[config.mk]
export PLATFORM = sky130hd
export DESIGN_NAME = reg_stream_sequencer_flat
export DESIGN_NICKNAME = d
export VERILOG_FILES = /design/src/rtl/reg_stream_sequencer_if.sv /design/src/rtl/reg_stream_sequencer.sv /design/src/flat_wrapper.sv
export SDC_FILE = /design/constraint.sdc
export NUM_CORES = 1
export LEC_CHECK = 0
export ABC_AREA = 1
export CAP_MARGIN = 10
export CORE_ASPECT_RATIO = 0.5
export CORE_MARGIN = 8
export CORE_UTILIZATION = 48
export DETAILED_ROUTE_END_ITERATION = 16
export GPL_TIMING_DRIVEN = 0
export HOLD_SLACK_MARGIN = 0.03
export PLACE_DENSITY = 0.81
export SLEW_MARGIN = 10
export SYNTH_ARGS = -nofsm -noshare
export SYNTH_HDL_FRONTEND = slang
export SYNTH_SLANG_ARGS = --single-unit
[constraint.sdc]
create_clock -name clk -period 3.3 [get_ports clk]
set_input_delay 0.33 -clock clk [delete_from_list [all_inputs] [get_ports clk]]
set_output_delay 0.33 -clock clk [all_outputs]
set_load 0.1 [all_outputs]
[src/rtl/reg_stream_sequencer_if.sv]
// Stream bundle between the burst sequencer and the DMA S2MM slave port.
// The master drives data, valid and last; the slave answers with ready.
interface reg_stream_sequencer_if #(
   parameter int DATA_W = 32
);

   logic [DATA_W-1:0] tdata;
   logic              tvalid;
   logic              tready;
   logic              tlast;

   modport master (
      output tdata,
      output tvalid,
      output tlast,
      input  tready
   );

   modport slave (
      input  tdata,
      input  tvalid,
      input  tlast,
      output tready
   );

endinterface

[src/rtl/reg_stream_sequencer.sv]
// Register-controlled AXI4-Stream burst sequencer.
// Software writes a control word (start edge, abort level, pattern mode, seed)
// and a beat count; the block then streams one deterministic test-pattern burst
// per start edge and reports progress, flags and elapsed cycles back through
// two read-only status words. All outputs come straight from flops.
module reg_stream_sequencer #(
   parameter int DATA_W = 32,
   parameter int LEN_W  = 16
) (
   input  logic                          clk,
   input  logic                          rst,
   input  logic [31:0]                   ctrl_reg,
   input  logic [31:0]                   len_reg,
   output logic [31:0]                   status_reg,
   output logic [31:0]                   cycle_reg,
   reg_stream_sequencer_if.master        m_axis,
   output logic                          irq_done
);

   typedef enum logic [1:0] {
      ST_IDLE,
      ST_RUN,
      ST_DONE
   } state_t;

   // Galois feedback mask for x^32 + x^22 + x^2 + x + 1, right-shifting form.
   localparam logic [31:0] LFSR_MASK = 32'h8020_0003;

   state_t             state_q, state_d;

   // Start-edge detector: one sampling stage, its delayed copy, and an arm
   // flag that stays clear until the start bit has been seen low after reset.
   logic               sync_q, sync_d;
   logic               prev_q, prev_d;
   logic               arm_q, arm_d;
   logic               start_edge;

   // Burst parameters captured at launch.
   logic [LEN_W-1:0]   len_q, len_d;
   logic [1:0]         mode_q, mode_d;
   logic [15:0]        seed_q, seed_d;

   // Presented beat and its qualifiers.
   logic [DATA_W-1:0]  data_q, data_d;
   logic               valid_q, valid_d;
   logic               last_q, last_d;
   logic               abort_q, abort_d;

   // Progress counters and sticky status.
   logic [LEN_W-1:0]   cnt_q, cnt_d;
   logic [31:0]        cycle_q, cycle_d;
   logic               busy_q, busy_d;
   logic               done_q, done_d;
   logic               aborted_q, aborted_d;
   logic               zlen_q, zlen_d;
   logic               irq_q, irq_d;

   logic               handshake;
   logic [LEN_W-1:0]   req_len;
   logic               unused_bits;

   assign req_len     = len_reg[LEN_W-1:0];
   assign unused_bits = ^{len_reg[31:LEN_W], ctrl_reg[15:4]};

   // First beat of a burst for the requested pattern mode and seed.
   function automatic logic [DATA_W-1:0] first_beat(input logic [1:0] mode,
                                                    input logic [15:0] seed);
      logic [DATA_W-1:0] beat;
      case (mode)
         2'd0:    beat = {16'h0000, seed};
         2'd1:    beat = {seed, seed};
         2'd2:    beat = {seed, ~seed};
         default: beat = 32'h0000_0001;
      endcase
      return beat;
   endfunction

   // Beat that follows the current one in the selected pattern.
   function automatic logic [DATA_W-1:0] next_beat(input logic [1:0] mode,
                                                   input logic [DATA_W-1:0] cur);
      logic [DATA_W-1:0] beat;
      case (mode)
         2'd0:    beat = cur + 32'd1;
         2'd1:    beat = cur;
         2'd2:    beat = cur[0] ? ((cur >> 1) ^ LFSR_MASK) : (cur >> 1);
         default: beat = {cur[DATA_W-2:0], cur[DATA_W-1]};
      endcase
      return beat;
   endfunction

   assign start_edge = sync_q & ~prev_q & arm_q;
   assign handshake  = valid_q & m_axis.tready;

   // Next-state and datapath updates for the launch / stream / done sequence.
   always_comb begin
      state_d   = state_q;
      sync_d    = ctrl_reg[0];
      prev_d    = sync_q;
      arm_d     = arm_q | ~ctrl_reg[0];
      len_d     = len_q;
      mode_d    = mode_q;
      seed_d    = seed_q;
      data_d    = data_q;
      valid_d   = valid_q;
      last_d    = last_q;
      abort_d   = abort_q;
      cnt_d     = cnt_q;
      cycle_d   = cycle_q;
      busy_d    = busy_q;
      done_d    = done_q;
      aborted_d = aborted_q;
      zlen_d    = zlen_q;
      irq_d     = 1'b0;

      case (state_q)
         ST_IDLE: begin
            if (start_edge) begin
               if (req_len != '0) begin
                  len_d     = req_len;
                  mode_d    = ctrl_reg[3:2];
                  seed_d    = ctrl_reg[31:16];
                  data_d    = first_beat(ctrl_reg[3:2], ctrl_reg[31:16]);
                  valid_d   = 1'b1;
                  last_d    = (req_len == LEN_W'(1));
                  abort_d   = 1'b0;
                  cnt_d     = '0;
                  cycle_d   = '0;
                  busy_d    = 1'b1;
                  done_d    = 1'b0;
                  aborted_d = 1'b0;
                  zlen_d    = 1'b0;
                  state_d   = ST_RUN;
               end else begin
                  zlen_d    = 1'b1;
                  done_d    = 1'b1;
                  aborted_d = 1'b0;
                  cnt_d     = '0;
                  cycle_d   = '0;
                  irq_d     = 1'b1;
               end
            end
         end

         ST_RUN: begin
            if (cycle_q != 32'hFFFF_FFFF) begin
               cycle_d = cycle_q + 32'd1;
            end
            if (ctrl_reg[1]) begin
               abort_d = 1'b1;
            end
            if (handshake) begin
               cnt_d = cnt_q + LEN_W'(1);
               if (last_q) begin
                  valid_d   = 1'b0;
                  last_d    = 1'b0;
                  busy_d    = 1'b0;
                  done_d    = 1'b1;
                  aborted_d = abort_q;
                  irq_d     = 1'b1;
                  state_d   = ST_DONE;
               end else begin
                  data_d = next_beat(mode_q, data_q);
                  last_d = (cnt_q + LEN_W'(1) == len_q - LEN_W'(1))
                           | ctrl_reg[1] | abort_q;
               end
            end else if (ctrl_reg[1]) begin
               last_d = 1'b1;
            end
         end

         ST_DONE: begin
            state_d = ST_IDLE;
         end

         default: begin
            state_d = ST_IDLE;
            valid_d = 1'b0;
            last_d  = 1'b0;
         end
      endcase
   end

   // State and datapath registers; reset clears every output immediately.
   always_ff @(posedge clk or posedge rst) begin
      if (rst) begin
         state_q   <= ST_IDLE;
         sync_q    <= 1'b0;
         prev_q    <= 1'b0;
         arm_q     <= 1'b0;
         len_q     <= '0;
         mode_q    <= '0;
         seed_q    <= '0;
         data_q    <= '0;
         valid_q   <= 1'b0;
         last_q    <= 1'b0;
         abort_q   <= 1'b0;
         cnt_q     <= '0;
         cycle_q   <= '0;
         busy_q    <= 1'b0;
         done_q    <= 1'b0;
         aborted_q <= 1'b0;
         zlen_q    <= 1'b0;
         irq_q     <= 1'b0;
      end else begin
         state_q   <= state_d;
         sync_q    <= sync_d;
         prev_q    <= prev_d;
         arm_q     <= arm_d;
         len_q     <= len_d;
         mode_q    <= mode_d;
         seed_q    <= seed_d;
         data_q    <= data_d;
         valid_q   <= valid_d;
         last_q    <= last_d;
         abort_q   <= abort_d;
         cnt_q     <= cnt_d;
         cycle_q   <= cycle_d;
         busy_q    <= busy_d;
         done_q    <= done_d;
         aborted_q <= aborted_d;
         zlen_q    <= zlen_d;
         irq_q     <= irq_d;
      end
   end

   assign m_axis.tdata  = data_q;
   assign m_axis.tvalid = valid_q;
   assign m_axis.tlast  = last_q;
   assign irq_done      = irq_q;
   assign cycle_reg     = cycle_q;
   assign status_reg    = {16'(cnt_q), 12'h000, zlen_q, aborted_q, done_q, busy_q};

   // A presented beat is never withdrawn or altered before it is accepted.
   property p_hold_until_accepted;
      @(posedge clk) disable iff (rst)
         (m_axis.tvalid && !m_axis.tready) |=> (m_axis.tvalid && $stable(m_axis.tdata));
   endproperty
   a_hold_until_accepted: assert property (p_hold_until_accepted);

   // The completion interrupt is always a single-cycle pulse.
   property p_irq_single;
      @(posedge clk) disable iff (rst) irq_done |=> !irq_done;
   endproperty
   a_irq_single: assert property (p_irq_single);

endmodule

[src/flat_wrapper.sv]
// flat-port wrapper written by rule: the top's interface ports become plain ports
module reg_stream_sequencer_flat 
#(
   parameter int DATA_W = 32,
   parameter int LEN_W  = 16
)
  (clk, rst, ctrl_reg, len_reg, status_reg, cycle_reg, irq_done, m_axis_tdata, m_axis_tvalid, m_axis_tlast, m_axis_tready);
  reg_stream_sequencer_if #(.DATA_W(DATA_W)) m_axis_i ();
  input  logic clk;
  input  logic rst;
  input  logic [31:0] ctrl_reg;
  input  logic [31:0] len_reg;
  output logic [31:0] status_reg;
  output logic [31:0] cycle_reg;
  output logic irq_done;
  output wire logic [$bits(m_axis_i.tdata)-1:0] m_axis_tdata;
  output wire logic [$bits(m_axis_i.tvalid)-1:0] m_axis_tvalid;
  output wire logic [$bits(m_axis_i.tlast)-1:0] m_axis_tlast;
  input wire logic [$bits(m_axis_i.tready)-1:0] m_axis_tready;
  assign m_axis_tdata = m_axis_i.tdata;
  assign m_axis_tvalid = m_axis_i.tvalid;
  assign m_axis_tlast = m_axis_i.tlast;
  assign m_axis_i.tready = m_axis_tready;
  reg_stream_sequencer #(.DATA_W(DATA_W), .LEN_W(LEN_W)) u_core (.clk(clk), .rst(rst), .ctrl_reg(ctrl_reg), .len_reg(len_reg), .status_reg(status_reg), .cycle_reg(cycle_reg), .m_axis(m_axis_i), .irq_done(irq_done));
endmodule
==> out/qor.yml <==
status: "finished, final reports clean"
worst_hold_slack_ns: 0.389
hold_buffers: 0
slew_violations: 0
pin_count: 166
drc: 0
synth.distinct_cells: 58
fin_ws_ns: 0.790
synth-edff-count: 0
setup_violations: 0
period_share_pct: 76.0
totalWireLength_um: 26400
drtAntennaViolNets: 0
pre_cts_slack_ns: 0.613
design.die.area_sq_mm: 0.0214
seq_area_sq_mm: 0.00278
portBuffers: 124
grt_setup_unrepaired: "no"
hpwl_um: 20400
layout.nets: 1384
drtIter0Drc: 918
cp-end-kind: "register"
clock_latency_ns: 0.36
p_leak_nw: 4.45
gr-total-overflow: 0
critPathMaxFanout: 10
place_area_sq_mm: 0.00963
clkSlewWorstSetupHoldPaths_ns: 0.08
arrival_ns: 2.73
path_class: "reg -> reg"
cts_tree: "done"
max-slew-margin-rel_pct: 31.1
cts_post_setup_buffers_inserted: 0
area_growth_pct: 23.4
cts_root_buf: "clkbuf_16"
start_util_pct: 49.1
grt_use_total_pct: 24.7
final_cell_count_no_fill: 1544
reg2reg_depth: 8
tns_ns: 0
dp.cells: 1529
finalHoldViolations: 0
r2r_slack_ns: 0.79
avgSynthCellArea_sq_um: 6.88
ys_seq_area_share_pct: 34.6
drv_cap: 0
multi_input_area_sq_mm: 0.00432
synth.ff_latch_count: 111
reg2reg_to: "u_core.m_axis.tdata[14]"
syn_area_sq_mm: 0.00803
grt_pass1_wl_um: 42400
grt_pass1_vias: 8104
worstSetupStartpointType: "register"
fillCellCount: 1547
fp.dieW_um: 199
power_density_mw_per_mm2: 1050
synth_area_leaders: "dfrtp_1 35%, nand2_1 13%, inv_1 6.6%, nor2_1 5.4%, o21ai_0 5.1%"
synth_flop_cell: "dfrtp_1"
yosysTopAreaCell: "dfrtp_1"
antenna_found_initial: 0
synthCells: 1166
finalClockSkew_ns: 0.00896
layout-drive-gt1-share_pct: 9.64
vdd_drop_max_uv: 533
ctsResizeCount: 0
via_count: 8555
r2r-start: "u_core.mode_q[0]"
die-height_um: 107
required_ns: 3.52
grt_start_max_net_pins: 57
post_drt_wl_per_cell_um: 17.1
fin_crit_ns: 2.51
cts_made_buffers: 9
ys_warn_count: 0
max_freq_mhz: 398
synth_top_area_share_pct: 34.6
power_mw: 10.4
h-tree-depth: 3
tightestPinTransition_ns: 1.03
rows: 33
vias_per_cell: 5.54
dr.pass1.iters: 5
finalInstanceArea_sq_mm: 0.00990
cts_max_path_buffers: 2
ys_async_sr_fraction_pct: 100
hold_path.class: "in -> async"
final_util_pct: 60.6
diodes: 0
cts.sinks: 111
gp_congestion: 0.959
core_sq_mm: 0.0164
==> final cells by class <==
cell class / count / area share (%)
Clock buffer: 9 / 2.27
Clock inverter: 6 / 0.543
Buffer: 53 / 3.75
Tap cell: 227 / 2.87
Multi-Input combinational cell: 854 / 43.6
Inverter: 159 / 6.13
Timing Repair Buffer: 125 / 12.8
Sequential cell: 111 / 28.0
==> worst max path at each step <==
stage / start / end / slack [ns]
2_1_floorplan: rst / u_core.abort_q / 0.04
3_3_place_gp: rst / u_core.cnt_q[12] / -1.76
3_5_place_dp: len_reg[15] / u_core.m_axis.tdata[11] / 0.61
4_1_cts: u_core.m_axis.tdata[0] / m_axis_tdata[0] / 0.85
5_1_grt: u_core.mode_q[0] / u_core.m_axis.tdata[14] / 0.64
6_report: u_core.mode_q[0] / u_core.m_axis.tdata[14] / 0.79
==> synth_stat cells, types with 12 or more instances <==
library cell,count
nand2_1,285
inv_1,142
nor2_1,115
dfrtp_1,111
o21ai_0,81
nand3_1,65
a21oi_1,54
nand4_1,30
nor3_1,28
o22ai_1,24
buf_4,21
o21ai_1,21
clkbuf_1,14
nor2_2,13
o221ai_1,13
inv_2,12
==> cells in the final DEF, fill, tap and decap left out, types with 9 or more instances in the layout <==
| master | Yosys | layout |
|---|---|---|
| a21oi_1 | 54 | 54 |
| a221oi_1 | 9 | 9 |
| a31oi_1 | 10 | 10 |
| buf_4 | 21 | 21 |
| clkbuf_1 | 14 | 14 |
| clkbuf_16 | 1 | 10 |
| clkdlybuf4s50_1 | 0 | 124 |
| conb_1 | 1 | 12 |
| dfrtp_1 | 111 | 111 |
| inv_1 | 142 | 141 |
| inv_2 | 12 | 12 |
| nand2_1 | 285 | 285 |
| nand2_2 | 10 | 10 |
| nand3_1 | 65 | 65 |
| nand4_1 | 30 | 30 |
| nor2_1 | 115 | 115 |
| nor2_2 | 13 | 13 |
| nor3_1 | 28 | 28 |
| o211ai_1 | 10 | 10 |
| o21ai_0 | 81 | 81 |
| o21ai_1 | 21 | 21 |
| o221ai_1 | 13 | 13 |
| o22ai_1 | 24 | 24 |
==> power by group <==
group	total [mW]	leakage, nW	internal [mW]	switching, mW
clock network	1.09	0.134	0.523	0.565
logic	6.91	2.89	1.82	5.09
registers	2.44	1.43	1.82	0.615
==> metal layers <==
layer / global-route usage [%] / share of wire (%)
met1: 33.3 / 45
met2: 39.6 / 46
met3: 6.30 / 8.2
met4: 5.42 / 1.2
met5: 0 / 0
==> kinds of logic (layout without fill, tap and decap cells) <==
family,count (synthesis),in the layout,synth area share (%)
flops,111,111,34.6
mux,1,1,0.140
fa+ha+maj,4,4,0.624
other cells,1,12,0.0467
compound gates,248,248,18.3
buf+inv,212,352,12.1
simple gates,584,584,33.6
xor+xnor,5,5,0.546
==> worst max-delay path, cell delays in order (launching register included) <==
cell	delay, ns
dfrtp_1	0.32
buf_2	0.23
inv_1	0.08
buf_2	0.21
nand2_2	0.26
clkbuf_1	0.56
o221ai_1	0.25
o221ai_1	0.27
o21ai_0	0.17
Note: power is estimated with default switching activity, not from simulation.
